`src/rtl/uart_boot_loader.sv`:
```
// UART command-frame boot loader: parses WRITE/READ/RUN/HALT frames,
// performs single-word RAM accesses and gates the core reset.
module uart_boot_loader #(
  parameter int unsigned TIMEOUT_CYCLES = 100000,
  parameter logic [7:0]  SYNC_BYTE      = 8'h55
) (
  input  logic        clk,
  input  logic        reset,
  input  logic [7:0]  rx_data,
  input  logic        rx_valid,
  output logic        rx_ready,
  output logic [7:0]  tx_data,
  output logic        tx_valid,
  input  logic        tx_ready,
  output logic        mem_en,
  output logic [3:0]  mem_we,
  output logic [4:0]  mem_addr,
  output logic [31:0] mem_wdata,
  input  logic [31:0] mem_rdata,
  output logic        core_hold,
  output logic        frame_err
);

  localparam int TW = $clog2(TIMEOUT_CYCLES + 1);
  localparam logic [TW-1:0] TMO_LAST = TW'(TIMEOUT_CYCLES - 1);
  localparam logic [TW-1:0] TMO_ONE  = TW'(1);

  localparam logic [7:0] ACK      = 8'h06;
  localparam logic [7:0] NAK      = 8'h15;
  localparam logic [7:0] CMD_WR   = 8'h01;
  localparam logic [7:0] CMD_RD   = 8'h02;
  localparam logic [7:0] CMD_RUN  = 8'h03;
  localparam logic [7:0] CMD_HALT = 8'h04;

  typedef enum logic [3:0] {
    S_IDLE, S_CMD, S_ADDR, S_DATA, S_CSUM,
    S_EXEC, S_RD_WAIT, S_RESP, S_RESP_DATA
  } state_t;

  state_t        r_state, w_next;
  logic [7:0]    r_cmd, r_addr, r_csum;
  logic [31:0]   r_data, r_rdbuf;
  logic [1:0]    r_idx;
  logic [TW-1:0] r_tmo;
  logic          r_nak, r_core_hold, r_frame_err;
  logic [7:0]    r_tx_data;
  logic          r_tx_valid;

  logic w_rx_st, w_frame_st, w_rx_xfer, w_tx_xfer;
  logic w_tmo, w_cmd_ok, w_is_mem, w_nak, w_rd_ok;

  assign w_rx_st    = (r_state == S_IDLE) || w_frame_st;
  assign w_frame_st = (r_state == S_CMD) || (r_state == S_ADDR) ||
                      (r_state == S_DATA) || (r_state == S_CSUM);
  assign rx_ready   = w_rx_st && !reset;
  assign w_rx_xfer  = rx_valid && rx_ready;
  assign w_tx_xfer  = r_tx_valid && tx_ready;
  assign w_tmo      = w_frame_st && !w_rx_xfer && (r_tmo == TMO_LAST);

  assign w_cmd_ok = (r_cmd >= CMD_WR) && (r_cmd <= CMD_HALT);
  assign w_is_mem = (r_cmd == CMD_WR) || (r_cmd == CMD_RD);
  // Evaluated while the checksum byte itself is on rx_data.
  assign w_nak = ((r_csum ^ rx_data) != 8'h00) || !w_cmd_ok ||
                 (r_addr[7:5] != 3'b000) ||
                 (w_is_mem && !r_core_hold);
  assign w_rd_ok = !r_nak && (r_cmd == CMD_RD);

  assign mem_en    = (r_state == S_EXEC) && !r_nak && w_is_mem;
  assign mem_we    = (mem_en && r_cmd == CMD_WR) ? 4'hF : 4'h0;
  assign mem_addr  = r_addr[4:0];
  assign mem_wdata = r_data;
  assign tx_data   = r_tx_data;
  assign tx_valid  = r_tx_valid;
  assign core_hold = r_core_hold;
  assign frame_err = r_frame_err;

  always_ff @(posedge clk or posedge reset) begin
    if (reset) r_state <= S_IDLE;
    else       r_state <= w_next;
  end

  always_comb begin
    w_next = r_state;
    unique case (r_state)
      S_IDLE:
        if (w_rx_xfer && rx_data == SYNC_BYTE) w_next = S_CMD;
      S_CMD:
        if (w_tmo)          w_next = S_IDLE;
        else if (w_rx_xfer) w_next = S_ADDR;
      S_ADDR:
        if (w_tmo)          w_next = S_IDLE;
        else if (w_rx_xfer)
          w_next = (r_cmd == CMD_WR) ? S_DATA : S_CSUM;
      S_DATA:
        if (w_tmo) w_next = S_IDLE;
        else if (w_rx_xfer && r_idx == 2'd3) w_next = S_CSUM;
      S_CSUM:
        if (w_tmo)          w_next = S_IDLE;
        else if (w_rx_xfer) w_next = S_EXEC;
      S_EXEC:
        w_next = w_rd_ok ? S_RD_WAIT : S_RESP;
      S_RD_WAIT:
        w_next = S_RESP;
      S_RESP:
        if (w_tx_xfer) w_next = w_rd_ok ? S_RESP_DATA : S_IDLE;
      S_RESP_DATA:
        if (w_tx_xfer && r_idx == 2'd3) w_next = S_IDLE;
      default:
        w_next = S_IDLE;
    endcase
  end

  always_ff @(posedge clk or posedge reset) begin
    if (reset) begin
      r_cmd       <= '0;
      r_addr      <= '0;
      r_csum      <= '0;
      r_data      <= '0;
      r_rdbuf     <= '0;
      r_idx       <= '0;
      r_tmo       <= '0;
      r_nak       <= 1'b0;
      r_core_hold <= 1'b1;
      r_frame_err <= 1'b0;
      r_tx_data   <= '0;
      r_tx_valid  <= 1'b0;
    end else begin
      r_frame_err <= w_tmo;
      if (!w_frame_st || w_rx_xfer || w_tmo) r_tmo <= '0;
      else                                   r_tmo <= r_tmo + TMO_ONE;
      unique case (r_state)
        S_IDLE:
          if (w_rx_xfer && rx_data == SYNC_BYTE) begin
            r_csum <= '0;
            r_idx  <= '0;
          end
        S_CMD:
          if (w_rx_xfer) begin
            r_cmd  <= rx_data;
            r_csum <= r_csum ^ rx_data;
          end
        S_ADDR:
          if (w_rx_xfer) begin
            r_addr <= rx_data;
            r_csum <= r_csum ^ rx_data;
          end
        S_DATA:
          if (w_rx_xfer) begin
            r_data <= {rx_data, r_data[31:8]};
            r_csum <= r_csum ^ rx_data;
            r_idx  <= r_idx + 2'd1;
          end
        S_CSUM:
          if (w_rx_xfer) r_nak <= w_nak;
        S_EXEC:
          if (r_nak) begin
            r_tx_data  <= NAK;
            r_tx_valid <= 1'b1;
          end else begin
            if (r_cmd == CMD_RUN)  r_core_hold <= 1'b0;
            if (r_cmd == CMD_HALT) r_core_hold <= 1'b1;
            if (r_cmd != CMD_RD) begin
              r_tx_data  <= ACK;
              r_tx_valid <= 1'b1;
            end
          end
        S_RD_WAIT: begin
          r_rdbuf    <= mem_rdata;
          r_tx_data  <= ACK;
          r_tx_valid <= 1'b1;
        end
        S_RESP:
          if (w_tx_xfer) begin
            if (w_rd_ok) begin
              r_tx_data <= r_rdbuf[7:0];
              r_rdbuf   <= {8'h00, r_rdbuf[31:8]};
              r_idx     <= '0;
            end else begin
              r_tx_valid <= 1'b0;
            end
          end
        S_RESP_DATA:
          if (w_tx_xfer) begin
            r_idx <= r_idx + 2'd1;
            if (r_idx == 2'd3) begin
              r_tx_valid <= 1'b0;
            end else begin
              r_tx_data <= r_rdbuf[7:0];
              r_rdbuf   <= {8'h00, r_rdbuf[31:8]};
            end
          end
        default: ;
      endcase
    end
  end

endmodule

```
`config.mk`:
```
export PLATFORM = sky130hd
export DESIGN_NAME = uart_boot_loader
export DESIGN_NICKNAME = d
export VERILOG_FILES = /design/src/rtl/uart_boot_loader.sv
export SDC_FILE = /design/constraint.sdc
export NUM_CORES = 1
export LEC_CHECK = 0
export CELL_PAD_IN_SITES_DETAIL_PLACEMENT = 1
export CELL_PAD_IN_SITES_GLOBAL_PLACEMENT = 2
export CORE_MARGIN = 2
export CORE_UTILIZATION = 34
export CTS_CLUSTER_SIZE = 40
export DETAILED_ROUTE_END_ITERATION = 6
export GPL_ROUTABILITY_DRIVEN = 0
export PLACE_DENSITY = 0.88
export SETUP_SLACK_MARGIN = 0.4
export SLEW_MARGIN = 30
export SYNTH_ARGS = -nofsm -noshare
export SYNTH_HDL_FRONTEND = slang
export SYNTH_SLANG_ARGS = --single-unit
```
`constraint.sdc`:
```
create_clock -name clk -period 5 [get_ports clk]
set_input_delay 0.5 -clock clk [delete_from_list [all_inputs] [get_ports clk]]
set_output_delay 0.5 -clock clk [all_outputs]
set_load 0.005 [all_outputs]
```
==> key figures, run 1 <==
Run status
  – Outcome: finished, final reports clean

Power and ir drop
  – Logic pwr share: 0.355
  – Psw: 0.00159 W
  – P per Cell Area: 596 mW/mm^2
  – Reg power frac: 0.378
  – Int Pwr: slightly below 0.003 W
  – Leakage Power: roughly 3.3 nW
  – Final Power: 0.00454 W
  – Maximum VDD drop: around 270 uV
  – Sw frac: 0.350
  – Clock group share of total power: 0.268

Flow run
  – Max-cap violations: 0

Logic synthesis
  – Top FF cell, synth: dfrtp_1
  – Syn Inst Count: approximately 570
  – Synth Register Bits: 123
  – Synth area leaders: dfrtp_1, mux2_2, nand2_1
  – Post-synth top cells: dfrtp_1, nand2_1, nor2_1
  – Seq/Total Area, Yosys: 0.518
  – Syn Nets: 619
  – Synth area leader: dfrtp_1
  – EDFF count, synth: 0
  – Mean area per synthesized cell: 10.4 sq um
  – Yosys top cell area share: 0.514
  – Post-synth cell types: 64
  – Most common cell in the netlist: dfrtp_1
  – Mapped Area: 0.00594 sq mm
  – Async SR Flop Fraction: 1.00
  – Synthesis Warnings: 0

Floorplan
  – Die Wd: 136 um
  – Die H: 136 um
  – Top Ports: 98
  – Starting Density: 0.346
  – Placeable Area: ~0.017 sq mm
  – FP Rows: 48
  – Die ar.: 0.0185 sq mm

Clock tree
  – H-tree depth: 4
  – CTS Hold Bufs: 0
  – CTS clk-pin slew, worst paths: roughly 50 ps
  – Setup repair bufs after CTS: 0
  – Clock Path Buffers: 2
  – CTS tree: built
  – CTS Buf Count: 17
  – Worst skew pair latency: 420 ps
  – Clock Sinks: 123
  – Post-CTS sizing: 0
  – CTS root buffer: clkbuf_16

Timing
  – Tcrit/Tclk final: 0.667
  – Final setup viols: 0
  – Worst slew pin tran: just under 900 ps
  – Max Slew Vio Count: 0
  – Total negative slack: 0 ps
  – Crit path time final: 3340 ps
  – Maximum clock rate: roughly 0.3 GHz
  – Unrepaired setup endpoints after global routing: no
  – Clock Skew: approximately 8.0 ps
  – Slew headroom: 0.411
  – Hold Vio Cnt, Final: 0

GRT
  – Largest net degree at the start of global routing: 65
  – First-pass GRT wire length: 25700 um
  – Initial antenna violation count: 0
  – Overall Global Routing Usage: 0.180
  – Number of global-route vias before repair: 4852
  – Overflow after GRT: 0

Detailed routing
  – Drt via density: 5.18
  – Via count: 4634
  – Routed wire per std cell: 17.5 um
  – First DRT Iteration DRCs: 262
  – Pre-antenna DRT Iters: 4
  – Final wirelength: roughly 16000 um
  – Final ANT Viol Nets: 0
  – DRC errors left: 0

Min path
  – HP Class: flop to flop
  – Worst Hold Launch: r_tmo[0]
  – Worst Hold End: r_tmo[0]
  – Hold Crit Depth: 1

Setup path
  – Logic depth of the worst setup path including buffers: 5
  – R2R depth: 6
  – Crit path launch type: flop
  – Cell Chain, Critical Path: and2b_1 -> nand2_1 -> or2_2 -> nor4_1 -> clkdlybuf4s50_1
  – Worst r2r src: r_state[3]
  – Critical R2R Capture: r_rdbuf[3]
  – Worst Path Max Fanout: 21
  – Worst path slowest cell: dfrtp_1
  – Reg-to-reg slack, setup: 2320 ps
  – WP buf/inv: 1
  – Delay of the slowest critical-path stage: just over 800 ps
  – CP top delay family: simple AND/OR/NAND/NOR gates
  – Critical path required time: roughly 4500 ps
  – Crit. End Element: output port
  – CP arrival: 2840 ps
  – Setup Crit Path Kind: flop to output port

Final layout
  – Final core occ: 0.444
  – Nets: ~710
  – Share of cells above drive strength 1: 0.151
  – # diodes: 0
  – P&R area growth vs syn: 28.3%

Placement
  – Port Buf Inserts: 97
  – HPWL Detailed: about 11000 um
power by group through the flow:
stage | Combinational, W | Sequential (W) | Clock (W)
floorplan | 0.00113 | 0.00158 | 0
global placement | 0.00155 | 0.00169 | 0
detailed placement | 0.00161 | 0.00172 | 0
CTS | 0.00163 | 0.00171 | 0.00124
global route | 0.00179 | 0.00177 | 0.00129
finish | 0.00161 | 0.00172 | 0.00122
cell type report:
cell class | count | area [sq um]
Clock buffer | 24 | 502
Tap cell | 225 | 282
Multi-Input combinational cell | 397 | 2590
Timing Repair Buffer | 102 | 1010
Sequential cell | 123 | 3080
Clock inverter | 6 | 86.3
Inverter | 18 | 70.1
Fill cell | 1881 | 9550
state kept, by name, indices dropped and copies added (netlist names):
register and count:
mem_wdata 32, r_rdbuf 32, r_tmo 17, r_addr 8, r_cmd 8, r_csum 8
tx_data 8, r_state 4, r_idx 2, core_hold 1, frame_err 1, r_nak 1
tx_valid 1
per-layer routing:
layer / vias up / GRT usage / wire length [um]
met1: 2363 / 0.242 / 7360
met2: 77 / 0.281 / 7550
met5: - / 0 / 0
met3: 22 / 0.0459 / 530
met4: 0 / 0.0613 / 250
li1: 2172 / - / -
metrics by stage:
stage | hold slack, ps | setup WS [ps] | instance area (sq um) | cells
final | 488 | 1660 | 7620 | 895
after global routing | 519 | 1440 | 7620 | 895
after CTS | 486 | 1670 | 7610 | 895
after detailed placement | 478 | 2130 | 7030 | 865
after global placement | 469 | 2180 | 7020 | 865
after floorplan | 448 | 1230 | 5940 | 573
logic make-up (layout without fill, tap and decap cells):
family          after synthesis  in the layout  share of synthesized area
mux                          61             61                      0.115
flops                       123            123                      0.518
xor+xnor                     23             23                     0.0339
fa+ha+maj                     2              2                    0.00421
simple gates                220            220                      0.183
compound gates               91             91                     0.0965
buf+inv                      53            150                     0.0495
cell usage in the layout (no fill, tap or decap), types with 4 or more instances in the layout:
cell type	instances
a21oi_1	8
a31oi_1	29
and3_1	7
buf_4	5
clkbuf_16	17
clkbuf_8	5
clkdlybuf4s50_1	97
dfrtp_1	122
inv_1	17
mux2_1	4
mux2_2	49
mux2i_1	7
nand2_1	76
nand2b_1	4
nand3_1	19
nand4_1	5
nor2_1	62
nor2b_1	4
nor3_1	4
nor4_1	7
nor4b_1	4
o21ai_0	31
xnor2_1	10
xor2_1	13
how the worst max path moves through the flow:
stage / from / end / slack (ps)
floorplan: reset / frame_err / 1230
global placement: r_state[2] / mem_en / 2180
detailed placement: r_state[2] / mem_en / 2130
CTS: r_state[2] / mem_en / 1670
global route: r_state[2] / mem_en / 1440
finish: r_state[2] / mem_en / 1660
No activity file was read; power rests on OpenSTA's default activity.
==> run 2, diff against run 1 <==
==> constraint.sdc (replaced) <==
create_clock -name clk -period 3.2 [get_ports clk]
set_input_delay 0.32 -clock clk [delete_from_list [all_inputs] [get_ports clk]]
set_output_delay 0.32 -clock clk [all_outputs]
set_load 0.005 [all_outputs]
==> key figures, run 2 (synthesized netlist as in run 1, its figures left out) <==
Power and ir drop
  – Final Power: 0.00730 W (+61%)
  – P per Cell Area: 941 mW/mm^2 (+58%)
  – Maximum VDD drop: 410 uV (+50%)
  – Leakage Power: 3.33 nW (+2.4%)

Placement
  – HPWL Detailed: 10800 um (-0.36%)
  – Port Buf Inserts: 97 (unchanged)
  – Placed inst area: 0.00708 sq mm (+0.82%)

GRT
  – Overall Global Routing Usage: 0.183 (+0.00316)
  – Largest net degree at the start of global routing: 124 (+91%)
  – Overflow after GRT: 0 (unchanged)
  – Initial antenna violation count: 0 (unchanged)
  – Number of global-route vias before repair: 4999 (+3.0%)
  – First-pass GRT wire length: 26200 um (+2.0%)

Timing
  – Maximum clock rate: 0.380 GHz
  – Slew headroom: 0.518 (+0.107)
  – Worst slew pin tran: 723 ps (-153 ps)
  – Total negative slack: 0 ps (unchanged)
  – Hold Vio Cnt, Final: 0 (unchanged)
  – Final setup viols: 0 (unchanged)
  – Clock Skew: 7.91 ps (-0.114 ps)
  – Crit path time final: roughly 2600 ps
  – Max Slew Vio Count: 0 (unchanged)
  – Tcrit/Tclk final: 0.823
  – Unrepaired setup endpoints after global routing: no

Final layout
  – Most frequent cells in the layout: dfrtp_1, clkdlybuf4s50_1, nand2_1, nor2_1, mux2_2
  – Share of cells above drive strength 1: 0.176 (+0.0257)
  – Fin area: 0.00776 sq mm (+1.8%)
  – P&R area growth vs syn: 30.6%
  – Most common cell after layout, fill and taps aside: dfrtp_1
  – Nets: 714 (+1.3%)
  – # diodes: 0 (unchanged)

Setup path
  – CP arrival: 2310 ps (-530 ps)
  – Worst r2r src: r_state[3]
  – Reg-to-reg slack, setup: 740 ps (-1580 ps)
  – Crit path launch type: flop
  – Worst Path Max Fanout: 8 (-62%)
  – Setup Crit Path Kind: flop to output port
  – R2R depth: 5 (-1)
  – Crit. Startpoint: r_state[3]
  – Crit. End Element: output port
  – Critical R2R Capture: tx_data[4]
  – Crit path capture: mem_we[2]
  – Critical path required time: 2880 ps (-1620 ps)

Detailed routing
  – Final ANT Viol Nets: 0 (unchanged)
  – DR top layer: met4
  – Pre-antenna DRT Iters: 4 (unchanged)
  – Via count: 4690 (+1.2%)
  – Drt via density: 5.18 (about the same)
  – M1 WL: 7370 um (+0.12%)
  – Metal3 WL: 577 um (+8.9%)
  – DR WL met2: 7890 um (+4.4%)
  – Routed wire per std cell: 17.7 um (+1.2%)
  – DRC errors left: 0 (unchanged)
  – Final wirelength: 16100 um (+2.4%)
  – First DRT Iteration DRCs: 243 (-7.3%)

Clock tree
  – CTS tree: built
  – Clock Sinks: 123 (unchanged)
  – CTS Buf Count: 17 (unchanged)
  – CTS clk-pin slew, worst paths: 60 ps (about the same)
  – CTS root buffer: clkbuf_16
  – CTS Hold Bufs: 0 (unchanged)
  – Worst skew pair latency: 420 ps (about the same)
  – Clock Path Buffers: 2 (unchanged)
  – H-tree depth: 4 (unchanged)

Min path
  – Worst Hold Launch: mem_rdata[11]
  – HP Class: input pin to flop

Floorplan
  – Starting Density: 0.346 (unchanged)
  – Placeable Area: 0.0172 sq mm (unchanged)
  – Top Ports: 98 (unchanged)
  – Die Wd: 136 um (unchanged)
  – Die H: 136 um (unchanged)
  – FP Rows: 48 (unchanged)
  – Die ar.: 0.0185 sq mm (unchanged)

Run status
  – Outcome: finished, final reports clean

Flow run
  – Max-cap violations: 0 (unchanged)
==> run 2: worst max-delay path, stage by stage (launching register included) <==
cell	delay, ps
dfrtp_1	480
and2b_2	280
nand2_1	100
or2_2	340
nor2_2	150
clkdlybuf4s50_1	540
==> run 2: repair_timing <==
action,CTS,global route
cloned,0,0
endpoints found under the setup margin,5,5
buffers inserted,2,0
resized for setup,8,3
==> run 2: worst min path at each step <==
stage                  end  slack [ps]  depth (start not counted)
5_1_grt        r_rdbuf[11]         470                          3
3_5_place_dp      r_tmo[0]         480                          1
3_3_place_gp      r_tmo[0]         470                          1
4_1_cts        r_rdbuf[11]         450                          3
6_report       r_rdbuf[11]         460                          3
2_1_floorplan     r_tmo[0]         450                          1
==> run 2: layer usage <==
metal  track usage  up-vias
li1              -     2199
met1         0.241     2374
met2         0.294       96
met3        0.0511       21
met4        0.0515        0
met5             0        -
==> run 2: final cells by class <==
class	instances	area, sq um
fillers	1886	9420
inverters	18	71.3
well taps	225	282
multi-input cells	397	2600
flip-flops and latches	123	3090
clock inverters	12	171
clock buffers	19	453
repair buffers	111	1090
==> run 2: report_power, final <==
group	switching (W)	internal, W	leakage (nW)
Sequential	0.000507	0.00214	1.55
Combinational	0.00132	0.00129	1.48
Clock	0.000706	0.00133	0.301
==> run 2: metrics by stage <==
step | utilization | instances | setup slack, ps | hold slack [ps]
floorplan | - | 573 | 1130 | 448
global placement | 0.412 | 872 | 620 | 469
detailed placement | 0.412 | 872 | 542 | 483
CTS | 0.451 | 905 | 436 | 449
global route | 0.452 | 905 | 462 | 475
finish | 0.452 | 905 | 567 | 459
==> run 3, diff against run 2 <==
--- a/config.mk
+++ b/config.mk
@@ -8,11 +8,11 @@
 export CELL_PAD_IN_SITES_DETAIL_PLACEMENT = 1
 export CELL_PAD_IN_SITES_GLOBAL_PLACEMENT = 2
 export CORE_MARGIN = 2
-export CORE_UTILIZATION = 34
+export CORE_UTILIZATION = 31
 export CTS_CLUSTER_SIZE = 40
 export DETAILED_ROUTE_END_ITERATION = 6
 export GPL_ROUTABILITY_DRIVEN = 0
-export PLACE_DENSITY = 0.88
+export PLACE_DENSITY = 0.85
 export SETUP_SLACK_MARGIN = 0.4
 export SLEW_MARGIN = 30
 export SYNTH_ARGS = -nofsm -noshare
==> constraint.sdc (replaced) <==
create_clock -name clk -period 2.2 [get_ports clk]
set_input_delay 0.22 -clock clk [delete_from_list [all_inputs] [get_ports clk]]
set_output_delay 0.22 -clock clk [all_outputs]
set_load 0.005 [all_outputs]
==> key figures, run 3 (synthesized netlist as in run 1, its figures left out) <==
Run status
  – Outcome: finished, final reports clean

Flow run
  – Max-cap violations: 0 (unchanged)

Clock tree
  – CTS tree: built
  – Clock Sinks: 123 (unchanged)
  – CTS Buf Count: 17 (unchanged)
  – Worst skew pair latency: 430 ps (about the same)
  – Clock Path Buffers: 2 (unchanged)
  – CTS root buffer: clkbuf_16
  – H-tree depth: 4 (unchanged)
  – CTS clk-pin slew, worst paths: 60 ps (about the same)

Floorplan
  – Top Ports: 98 (unchanged)
  – Starting Density: 0.316 (-0.0293)
  – Die ar.: 0.0203 sq mm (+9.4%)
  – FP Rows: 50 (+4.2%)
  – Die Wd: 142 um (+4.6%)
  – Die H: 142 um (+4.6%)
  – Placeable Area: 0.0188 sq mm (+9.3%)

Timing
  – Worst Slack Setup Final: 9.74 ps (-557 ps)
  – Clock Skew: 8.09 ps (+0.181 ps)
  – Crit path time final: 2190 ps
  – Hold Vio Cnt, Final: 0 (unchanged)
  – Hold WS: 358 ps (-102 ps)
  – Max Slew Vio Count: 0 (unchanged)
  – Tcrit/Tclk final: 0.996
  – Total negative slack: 0 ps (unchanged)
  – Worst slew pin tran: 741 ps (+17.5 ps)
  – Unrepaired setup endpoints after global routing: yes
  – Maximum clock rate: roughly 0.46 GHz
  – Slew headroom: 0.506 (-0.0117)
  – Final setup viols: 0 (unchanged)

Power and ir drop
  – Leakage Power: 3.95 nW (+19%)
  – Maximum VDD drop: 693 uV (+69%)
  – P per Cell Area: 1380 mW/mm^2 (+47%)
  – Final Power: 0.0125 W (+71%)

Final layout
  – Nets: 805 (+13%)
  – Most frequent cells in the layout: dfrtp_1, clkdlybuf4s50_1, nand2_1, buf_4, nor2_1
  – Layout Cells excl Fill: 1006 (+11%)
  – Share of cells above drive strength 1: 0.337 (+0.160)
  – P&R area growth vs syn: 52.4%
  – # diodes: 0 (unchanged)
  – Most common cell after layout, fill and taps aside: dfrtp_1
  – Total of fill cells in the finished design: 1997 (+5.9%)

Setup path
  – CP arrival: 2500 ps (+190 ps)
  – Cell Chain, Critical Path: buf_6 -> o21a_1 -> or4_4 -> nor4b_4 -> o21a_2 -> mux2_4
  – Critical path required time: 2510 ps (-370 ps)
  – Worst path slowest cell: or4_4
  – Setup Crit Path Kind: flop to flop
  – Worst Path Max Fanout: 7 (-1)
  – Delay of the slowest critical-path stage: 440 ps (-100 ps)
  – Crit. End Element: flop
  – Crit path launch type: flop

GRT
  – Initial antenna violation count: 0 (unchanged)
  – Overflow after GRT: 0 (unchanged)
  – Largest net degree at the start of global routing: 124 (unchanged)
  – Overall Global Routing Usage: 0.174 (-0.00847)
  – First-pass GRT wire length: 27600 um (+5.2%)
  – Number of global-route vias before repair: 5363 (+7.3%)

Detailed routing
  – Routed wire per std cell: 19.4 um (+9.1%)
  – Final wirelength: 19500 um (+21%)
  – DRC errors left: 0 (unchanged)
  – Via count: 5188 (+11%)
  – Drt via density: 5.16 (-0.49%)
  – First DRT Iteration DRCs: 285 (+17%)
  – Pre-antenna DRT Iters: 4 (unchanged)
  – Final ANT Viol Nets: 0 (unchanged)

Min path
  – HP Class: input pin to flop

Placement
  – Setup Slack @ Placement: -208 ps (-750 ps)
  – HPWL Detailed: 11200 um (+3.7%)
  – Dpl cells: 922 (+5.7%)
  – Port Buf Inserts: 97 (unchanged)
-- run 3: area by class of cell --
cell class	instances	area [sq um]	area share
multi-input cells	398	2940	0.325
clock buffers	18	439	0.0485
well taps	234	293	0.0323
inverters	18	71.3	0.00788
clock inverters	14	146	0.0162
repair buffers	201	2080	0.230
flip-flops and latches	123	3080	0.341
-- run 3: repair_timing --
action	in CTS	in global routing
resized for setup	74	68
hold endpoints to repair	0	0
hold buffers	0	0
cloned	3	8
pin swaps	7	9
setup endpoints to repair	101	119
buffers inserted	18	23
-- run 3: final timing paths --
check | from | endpoint | slack, ps | cells after the start
worst min-delay path | mem_rdata[28] | r_rdbuf[28] | 360 | 3
worst max register to register | r_state[1] | r_state[0] | 10 | 6
worst max-delay path | r_state[1] | r_state[0] | 10 | 6
min in group asynchronous | reset | r_tmo[4] | 440 | 4
max in group asynchronous | reset | mem_wdata[10] | 1160 | 4
worst min register to register | r_tmo[0] | r_tmo[0] | 500 | 1
-- run 3: routing by layer --
layer | part of all wire | vias to the layer above | wire length, um | global-route usage
met5 | 0 | - | 0 | 0
met4 | 0.022 | 0 | 434 | 0.0657
met3 | 0.040 | 32 | 780 | 0.0437
met2 | 0.51 | 112 | 9980 | 0.297
met1 | 0.43 | 2667 | 8280 | 0.213
li1 | - | 2377 | - | -
-- run 3: worst max-delay path: cells and delay by family (launching register included) --
family,cells,cell delay (ps)
AND/OR/NAND/NOR,2,770
flip-flops,1,430
AO/OA/AOI/OAI,2,410
multiplexers,1,300
buffers and inverters,1,150
-- run 3: where the power goes --
part / internal (W) / switching, W / leakage [nW]
combinational: 0.00319 / 0.00285 / 2.12
sequential: 0.00312 / 0.000604 / 1.55
clock: 0.00169 / 0.00106 / 0.282
total: 0.00799 / 0.00452 / 3.95
-- run 3: metrics by stage --
stage	instance area (sq um)	utilization
after floorplan	5980	-
after global placement	7470	0.398
after global routing	9050	0.482
after CTS	8470	0.451
final	9050	0.482
after detailed placement	7470	0.398
